--- src/rtl/md5_arb_pkg.sv ---
// Shared types and constants for the two-master MD5 Wishbone arbiter.
package md5_arb_pkg;

  typedef enum logic {IDLE = 1'b0, OWN = 1'b1} arb_state_t;

  typedef logic master_id_t;

  localparam int NUM_MASTERS     = 2;
  localparam int DEFAULT_TIMEOUT = 1024;

endpackage

--- src/rtl/md5_arb_timeout.sv ---
// Stalled-strobe watchdog: counts unacknowledged strobe cycles and pulses expire
// combinationally on the TIMEOUT_CYCLES-th one; clear wins over counting.
module md5_arb_timeout
  import md5_arb_pkg::*;
#(
  parameter int TIMEOUT_CYCLES = DEFAULT_TIMEOUT
) (
  input  logic clk,
  input  logic rst,
  input  logic stall,
  input  logic clear,
  output logic expire
);

  localparam int CNT_WIDTH = $clog2(TIMEOUT_CYCLES);
  localparam logic [CNT_WIDTH-1:0] LIMIT = CNT_WIDTH'(TIMEOUT_CYCLES - 1);

  logic [CNT_WIDTH-1:0] cnt;

  assign expire = stall && (cnt == LIMIT);

  always_ff @(posedge clk) begin
    if (rst || clear || expire) begin
      cnt <= '0;
    end else if (stall) begin
      cnt <= cnt + 1'b1;
    end
  end

endmodule

--- src/rtl/md5_wb_arbiter.sv ---
// Round-robin two-master Wishbone arbiter for the MD5 core; grant registered (1 cycle), then
// combinational forwarding locked for a whole CYC; non-owner stalls. MD5_ARB_TIMEOUT_EN adds a watchdog.
module md5_wb_arbiter
  import md5_arb_pkg::*;
#(
  parameter int ADDR_WIDTH     = 32,
  parameter int DATA_WIDTH     = 32,
  parameter int TIMEOUT_CYCLES = DEFAULT_TIMEOUT
) (
  input  logic                                     wb_clk_i,
  input  logic                                     wb_rst_i,
  input  logic [NUM_MASTERS-1:0]                   m_cyc_i,
  input  logic [NUM_MASTERS-1:0]                   m_stb_i,
  input  logic [NUM_MASTERS-1:0]                   m_we_i,
  input  logic [NUM_MASTERS*ADDR_WIDTH-1:0]        m_adr_i,
  input  logic [NUM_MASTERS*DATA_WIDTH-1:0]        m_dat_i,
  input  logic [NUM_MASTERS*(DATA_WIDTH/8)-1:0]    m_sel_i,
  output logic [DATA_WIDTH-1:0]                    m_dat_o,
  output logic [NUM_MASTERS-1:0]                   m_ack_o,
  output logic [NUM_MASTERS-1:0]                   m_err_o,
  output logic                                     s_cyc_o,
  output logic                                     s_stb_o,
  output logic                                     s_we_o,
  output logic [ADDR_WIDTH-1:0]                    s_adr_o,
  output logic [DATA_WIDTH-1:0]                    s_dat_o,
  output logic [DATA_WIDTH/8-1:0]                  s_sel_o,
  input  logic [DATA_WIDTH-1:0]                    s_dat_i,
  input  logic                                     s_ack_i,
  input  logic                                     s_err_i,
  output logic [NUM_MASTERS-1:0]                   grant_o
);

  localparam int SEL_WIDTH = DATA_WIDTH / 8;

  arb_state_t state;
  master_id_t owner;
  master_id_t last_owner;

  logic                   own;
  logic                   own_cyc;
  logic                   own_stb;
  logic                   own_we;
  logic [ADDR_WIDTH-1:0]  own_adr;
  logic [DATA_WIDTH-1:0]  own_dat;
  logic [SEL_WIDTH-1:0]   own_sel;
  logic [NUM_MASTERS-1:0] owner_mask;
  logic [NUM_MASTERS-1:0] req;
  logic                   rel;
  logic                   other_req;
  logic                   expire;

  assign own        = (state == OWN);
  assign owner_mask = owner ? 2'b10 : 2'b01;

  assign own_cyc = m_cyc_i[owner];
  assign own_stb = m_stb_i[owner];
  assign own_we  = m_we_i[owner];
  assign own_adr = owner ? m_adr_i[2*ADDR_WIDTH-1 -: ADDR_WIDTH] : m_adr_i[ADDR_WIDTH-1:0];
  assign own_dat = owner ? m_dat_i[2*DATA_WIDTH-1 -: DATA_WIDTH] : m_dat_i[DATA_WIDTH-1:0];
  assign own_sel = owner ? m_sel_i[2*SEL_WIDTH-1 -: SEL_WIDTH] : m_sel_i[SEL_WIDTH-1:0];

  // Release is the first owned cycle with the owner's CYC low; the slave CYC drops in the same cycle.
  assign rel       = own & ~own_cyc;
  assign other_req = owner ? req[0] : req[1];

  assign grant_o = own ? owner_mask : '0;
  assign s_cyc_o = own & own_cyc & ~expire;
  assign s_stb_o = own & own_stb & ~expire;
  assign s_we_o  = own & own_we;
  assign s_adr_o = own ? own_adr : '0;
  assign s_dat_o = own ? own_dat : '0;
  assign s_sel_o = own ? own_sel : '0;

  assign m_dat_o = s_dat_i;
  assign m_ack_o = (own & s_ack_i) ? owner_mask : '0;
  assign m_err_o = (own & (s_err_i | expire)) ? owner_mask : '0;

`ifdef MD5_ARB_TIMEOUT_EN
  logic [NUM_MASTERS-1:0] blocked;
  logic                   stall;

  assign stall = own & own_cyc & own_stb & ~s_ack_i;

  md5_arb_timeout #(
    .TIMEOUT_CYCLES(TIMEOUT_CYCLES)
  ) u_timeout (
    .clk    (wb_clk_i),
    .rst    (wb_rst_i),
    .stall  (stall),
    .clear  (~own | s_ack_i | rel),
    .expire (expire)
  );

  // A timed-out master stays masked until its CYC has been seen low once.
  always_ff @(posedge wb_clk_i) begin
    if (wb_rst_i) begin
      blocked <= '0;
    end else begin
      blocked <= m_cyc_i & (blocked | (expire ? owner_mask : '0));
    end
  end

  assign req = m_cyc_i & ~blocked;
`else
  assign expire = 1'b0;
  assign req    = m_cyc_i;
`endif

  always_ff @(posedge wb_clk_i) begin
    if (wb_rst_i) begin
      state      <= IDLE;
      owner      <= 1'b0;
      last_owner <= 1'b1;
    end else begin
      case (state)
        IDLE: begin
          if (|req) begin
            state <= OWN;
            owner <= (&req) ? ~last_owner : req[1];
          end
        end
        OWN: begin
          if (expire || rel) begin
            last_owner <= owner;
            if (!expire && other_req) begin
              owner <= ~owner;
            end else begin
              state <= IDLE;
            end
          end
        end
        default: state <= IDLE;
      endcase
    end
  end

endmodule

--- config.mk ---
export PLATFORM = sky130hd
export DESIGN_NAME = md5_wb_arbiter
export DESIGN_NICKNAME = d
export VERILOG_FILES = /design/src/rtl/md5_arb_pkg.sv /design/src/rtl/md5_arb_timeout.sv /design/src/rtl/md5_wb_arbiter.sv
export SDC_FILE = /design/constraint.sdc
export NUM_CORES = 1
export LEC_CHECK = 0
export CORE_AREA = 2 2 112 114
export CTS_CLUSTER_SIZE = 25
export DETAILED_ROUTE_END_ITERATION = 10
export DIE_AREA = 0 0 114 116
export SLEW_MARGIN = 20
export SYNTH_ARGS = -nofsm -noshare
export SYNTH_HDL_FRONTEND = slang
export SYNTH_SLANG_ARGS = --single-unit
--- constraint.sdc ---
create_clock -name wb_clk_i -period 1.25 [get_ports wb_clk_i]
set_input_delay 0.125 -clock wb_clk_i [delete_from_list [all_inputs] [get_ports wb_clk_i]]
set_output_delay 0.125 -clock wb_clk_i [all_outputs]
set_load 0.005 [all_outputs]
* Yosys cells after proc, flatten, opt, wreduce, memory -nomap -nowiden
Index checks and enable logic that the tools add are counted.
Word-level totals: memories 0, input bits 178, register bits after elaboration 3, memory bits (writable) 0, logic and storage cells 47, output and inout bits 109, memory bits (read-only) 0, latch bits 0
Operators by class: order comparisons 1, multipliers 0, reductions and logical operators 4, div/mod/pow operators 0, shifts and indexed selects 0, equality and inequality tests 3, bitwise gates (word level) 10, $add $sub $neg 0, muxes and demuxes 26
Operator list (count):
- $mux 32 | 4
- $mux 1 | 14
- $mux 2 | 4
- $mux 4 | 2
- $and 1x1->1 | 6
- $ne 2x1->1 const B | 2
- $not 1->1 | 4
- $pmux 1 s2 | 2
- $reduce_and 2->1 | 2
- $reduce_and 3->1 | 1
- $lt 1x2->1 const B | 1
- $ne 2x2->1 const B | 1
- $reduce_or 2->1 | 1

* Depth between registers and ports, before layout
Gate-level depths: netlist (run 1).
depth in word-level cells 6, depth in mapped cells 5, gate-level depth less buffers 2

* Least setup slack after synthesis (run 1)
OpenSTA, ideal clock, no wires.
path type register to output, start register owner, end output s_adr_o[23], buffers on the path 3, cell stages (with the launch flop) 6, arrival 0.937 ns, data required time 1.125 ns, slack 0.188 ns, cells stage by stage dfxtp_1 -> buf_4 -> buf_8 -> buf_12 -> mux2i_1 -> nor2b_1
On the way: longest elaborated chain between the ends 2
RTL lines:
- start: declaration | line md5_wb_arbiter.sv:36 | master_id_t owner;
- start signal: assignment | line md5_wb_arbiter.sv:119 | owner <= (&req) ? ~last_owner : req[1];
- start signal: assignment | line md5_wb_arbiter.sv:126 | owner <= ~owner;
- $mux 32 | line md5_wb_arbiter.sv:58 | assign own_adr = owner ? m_adr_i[2*ADDR_WIDTH-1 -: ADDR_WIDTH] : m_adr_i[ADDR_WIDTH-1:0];
- $mux 32 | line md5_wb_arbiter.sv:70 | assign s_adr_o = own ? own_adr : '0;
- end: declaration | line md5_wb_arbiter.sv:24 | output logic [ADDR_WIDTH-1:0] s_adr_o,
No other way between the ends.

* Final worst setup path (run 1)
start register owner, end output s_adr_o[31]
Same word-level chain as after synthesis.

==> results of run 1 <==
[metal layers]
layer,vias up,track usage (%),wire [microns]
met5,-,0,0
met4,0,2.602,129
met3,16,2.301,759
met2,141,23.13,4621
met1,1001,11.06,2745
li1,1095,-,-
[Yosys cell counts (all sizes together)]
library cell and n:
o221ai 1, nand2 1, clkbuf 7, dfxtp 3
o21ai 1, nor2b 74, o2bb2ai 1, a21oi 1
nand2b 1, buf 42, inv 2, and3 2
a21boi 1, mux2i 71, nor2 2, and2 2
[metrics by stage]
step,std cells,TNS (ps),worst slack (ps),hold WS (ps)
finish,572,-10850,-228.6,250.0
global route,572,-15630,-319.6,250.0
CTS,572,-12410,-240.8,250.0
detailed placement,545,-16250,-281.7,250.0
global placement,545,-15410,-275.7,250.0
floorplan,212,0,187.8,197.4
[final timing paths]
check	from	endpoint	slack (ps)	depth (start not counted)
worst max-delay path	owner$_SDFFE_PP0P_	s_adr_o[31]	-230	6
worst min-delay path	s_dat_i[12]	m_dat_o[12]	250	0
worst max register to register	owner$_SDFFE_PP0P_	last_owner$_SDFFE_PP1P_	170	5
worst min register to register	last_owner$_SDFFE_PP1P_	last_owner$_SDFFE_PP1P_	510	2
[logic make-up (layout without fill, tap and decap cells)]
family	after synthesis	after routing
multiplexers	71	71
flip-flops	3	3
AND/OR/NAND/NOR	82	82
AO/OA/AOI/OAI	5	5
buffers and inverters	51	264
[where the power goes]
part	internal (mW)	total (mW)	switching, mW
Combinational	0.924	1.36	0.432
Sequential	0.103	0.114	0.0106
Clock	0.421	0.512	0.0908
Total	1.45	1.98	0.533
[flip-flops by register name (all words and copies together) (netlist names)]
register and flops:
last_owner 1, owner 1, own 1
[layout make-up]
type                            count  area [sq um]  share of cell area (%)
Clock buffer                        4         78.83                   1.965
Tap cell                          147         183.9                   4.585
Inverter                            2         7.507                  0.1871
Sequential cell                     3         65.06                   1.622
Multi-Input combinational cell    158          1306                   32.56
Timing Repair Buffer              258          2370                   59.08
[what timing repair did]
item	CTS	global route
pin swaps	2	1
buffers inserted	19	5
gates resized for setup	343	12
setup endpoints to repair	77	77
cloned	6	0
==> flow_metrics.tcl, run 1 <==
set metrics [dict create \
    power_leakage_nw 1.722 \
    peakVddDrop_v 0.0003160 \
    postSynthCellCount 212 \
    cts_max_path_buffers 2 \
    ys_types 19 \
    synth-seq-cells 3 \
    grt_max_degree 40 \
    fin_worst_skew_ps 2.914 \
    rows 40 \
    crit_path_end_kind "output pin" \
    fin_nets 604 \
    ys_warn_count 0 \
    synth_nets 390 \
    crit_required_ps 1120 \
    drive_gt1_share_pct 31.06 \
    hold_viol_final 0 \
    synth_compound_area_share_pct 2.057 \
    overflow 0 \
    diodes 0 \
    p_per_area_nw_per_um2 494.0 \
    die-area_sq_um 13220 \
    syn2layout_area_growth_pct 135.6 \
    dr_total_vias 2253 \
    muxShareOfSynthArea_pct 41.73 \
    finalWorstSetupSlack_ps -228.6 \
    drc 0 \
    core-area_sq_um 11910 \
    layout_common_cells "clkdlybuf4s50_1 (145), nor2b_1 (73), buf_2 (72)" \
    synth_simple_gate_area_share_pct 29.68 \
    cts_buffers 3 \
    synth_fa_ha_area_share_pct 0 \
    drtIter0Drc 32 \
    worst_setup_path_start_kind "flip-flop" \
    drv_cap 0 \
    grt_pass1_vias 2343 \
    wl_mm 8.257 \
    synthTopCellsByArea "mux2i_1 (42%), nor2b_1 (27%), buf_4 (16%)" \
    min_period_over_period_pct 118.3 \
    final_core_util_pct 33.68 \
    grt_usage_pct 11.09 \
    dr.pass1.iters 4 \
    tightest_slew_ps 214.5 \
    yosysTopAreaCell "mux2i_1" \
    hold_buffers 0 \
    final_common_cell "clkdlybuf4s50_1" \
    critical-path-slowest-cell "dfxtp_4" \
    final_area_sq_um 4011 \
    place_congestion 0.7213 \
    fin_crit_ps 1479 \
    hp-class "in2out" \
    port_buffers 222 \
    synthXorXnorAreaFrac_pct 0 \
    routedWlPerCell_microns 14.44 \
    power_mw 1.982 \
    fillers 1276 \
    worstPathMaxFanout 7 \
    tritoncts "done" \
    cp_slowest_stage_delay_ps 360 \
    die_x_microns 114 \
    ioPinCount 287 \
    htree_levels 1 \
    start_util_pct 14.30 \
    critPathTopFamily "buffers and inverters" \
    cp_num_buf_inv 4 \
    setup_viol 74 \
    maxSlewHeadroom_pct 85.57 \
    postPlaceCellArea_sq_um 3877 \
    critPathKind "reg2out" \
    violations "negative setup slack" \
    die_y_microns 116 \
    clkSinkCount 3 \
    synth_area_per_cell_sq_um 8.032 \
    cts_root_buf "clkbuf_16" \
    viasPerCell 3.939 \
    synth_top_family_by_area "multiplexers" \
    crit_path_cell_trace "buf_6 -> buf_12 -> buf_8 -> mux2i_2 -> nor2b_1 -> buf_2" \
    dp.final_hpwl_mm 6.452 \
    slew_viol_final 0 \
    rsz0062_at_grt "true" \
    route.antenna.remaining_nets 0 \
    insertion_delay_ps 220 \
    antenna_found_initial 0 \
    yosysSeqAreaShare_pct 3.527 \
    fmax_ghz 0.6763 \
    syn_area_sq_um 1703 \
    worstPathArrival_ps 1350 \
    synth_top_area_share_pct 41.73 \
    grt_pass1_wl_mm 11.69 \
    clk_pin_slew_worst_paths_ps 30 \
    status "finished with violations" \
]
(Power assumes the default switching activity.)
==> inputs of run 2 (changes only) <==
- CTS_CLUSTER_DIAMETER: unset -> 30
- HOLD_SLACK_MARGIN: unset -> 0.03
==> results of run 2 <==
The final DEF is identical to that of run 1; final timing and power are the same.
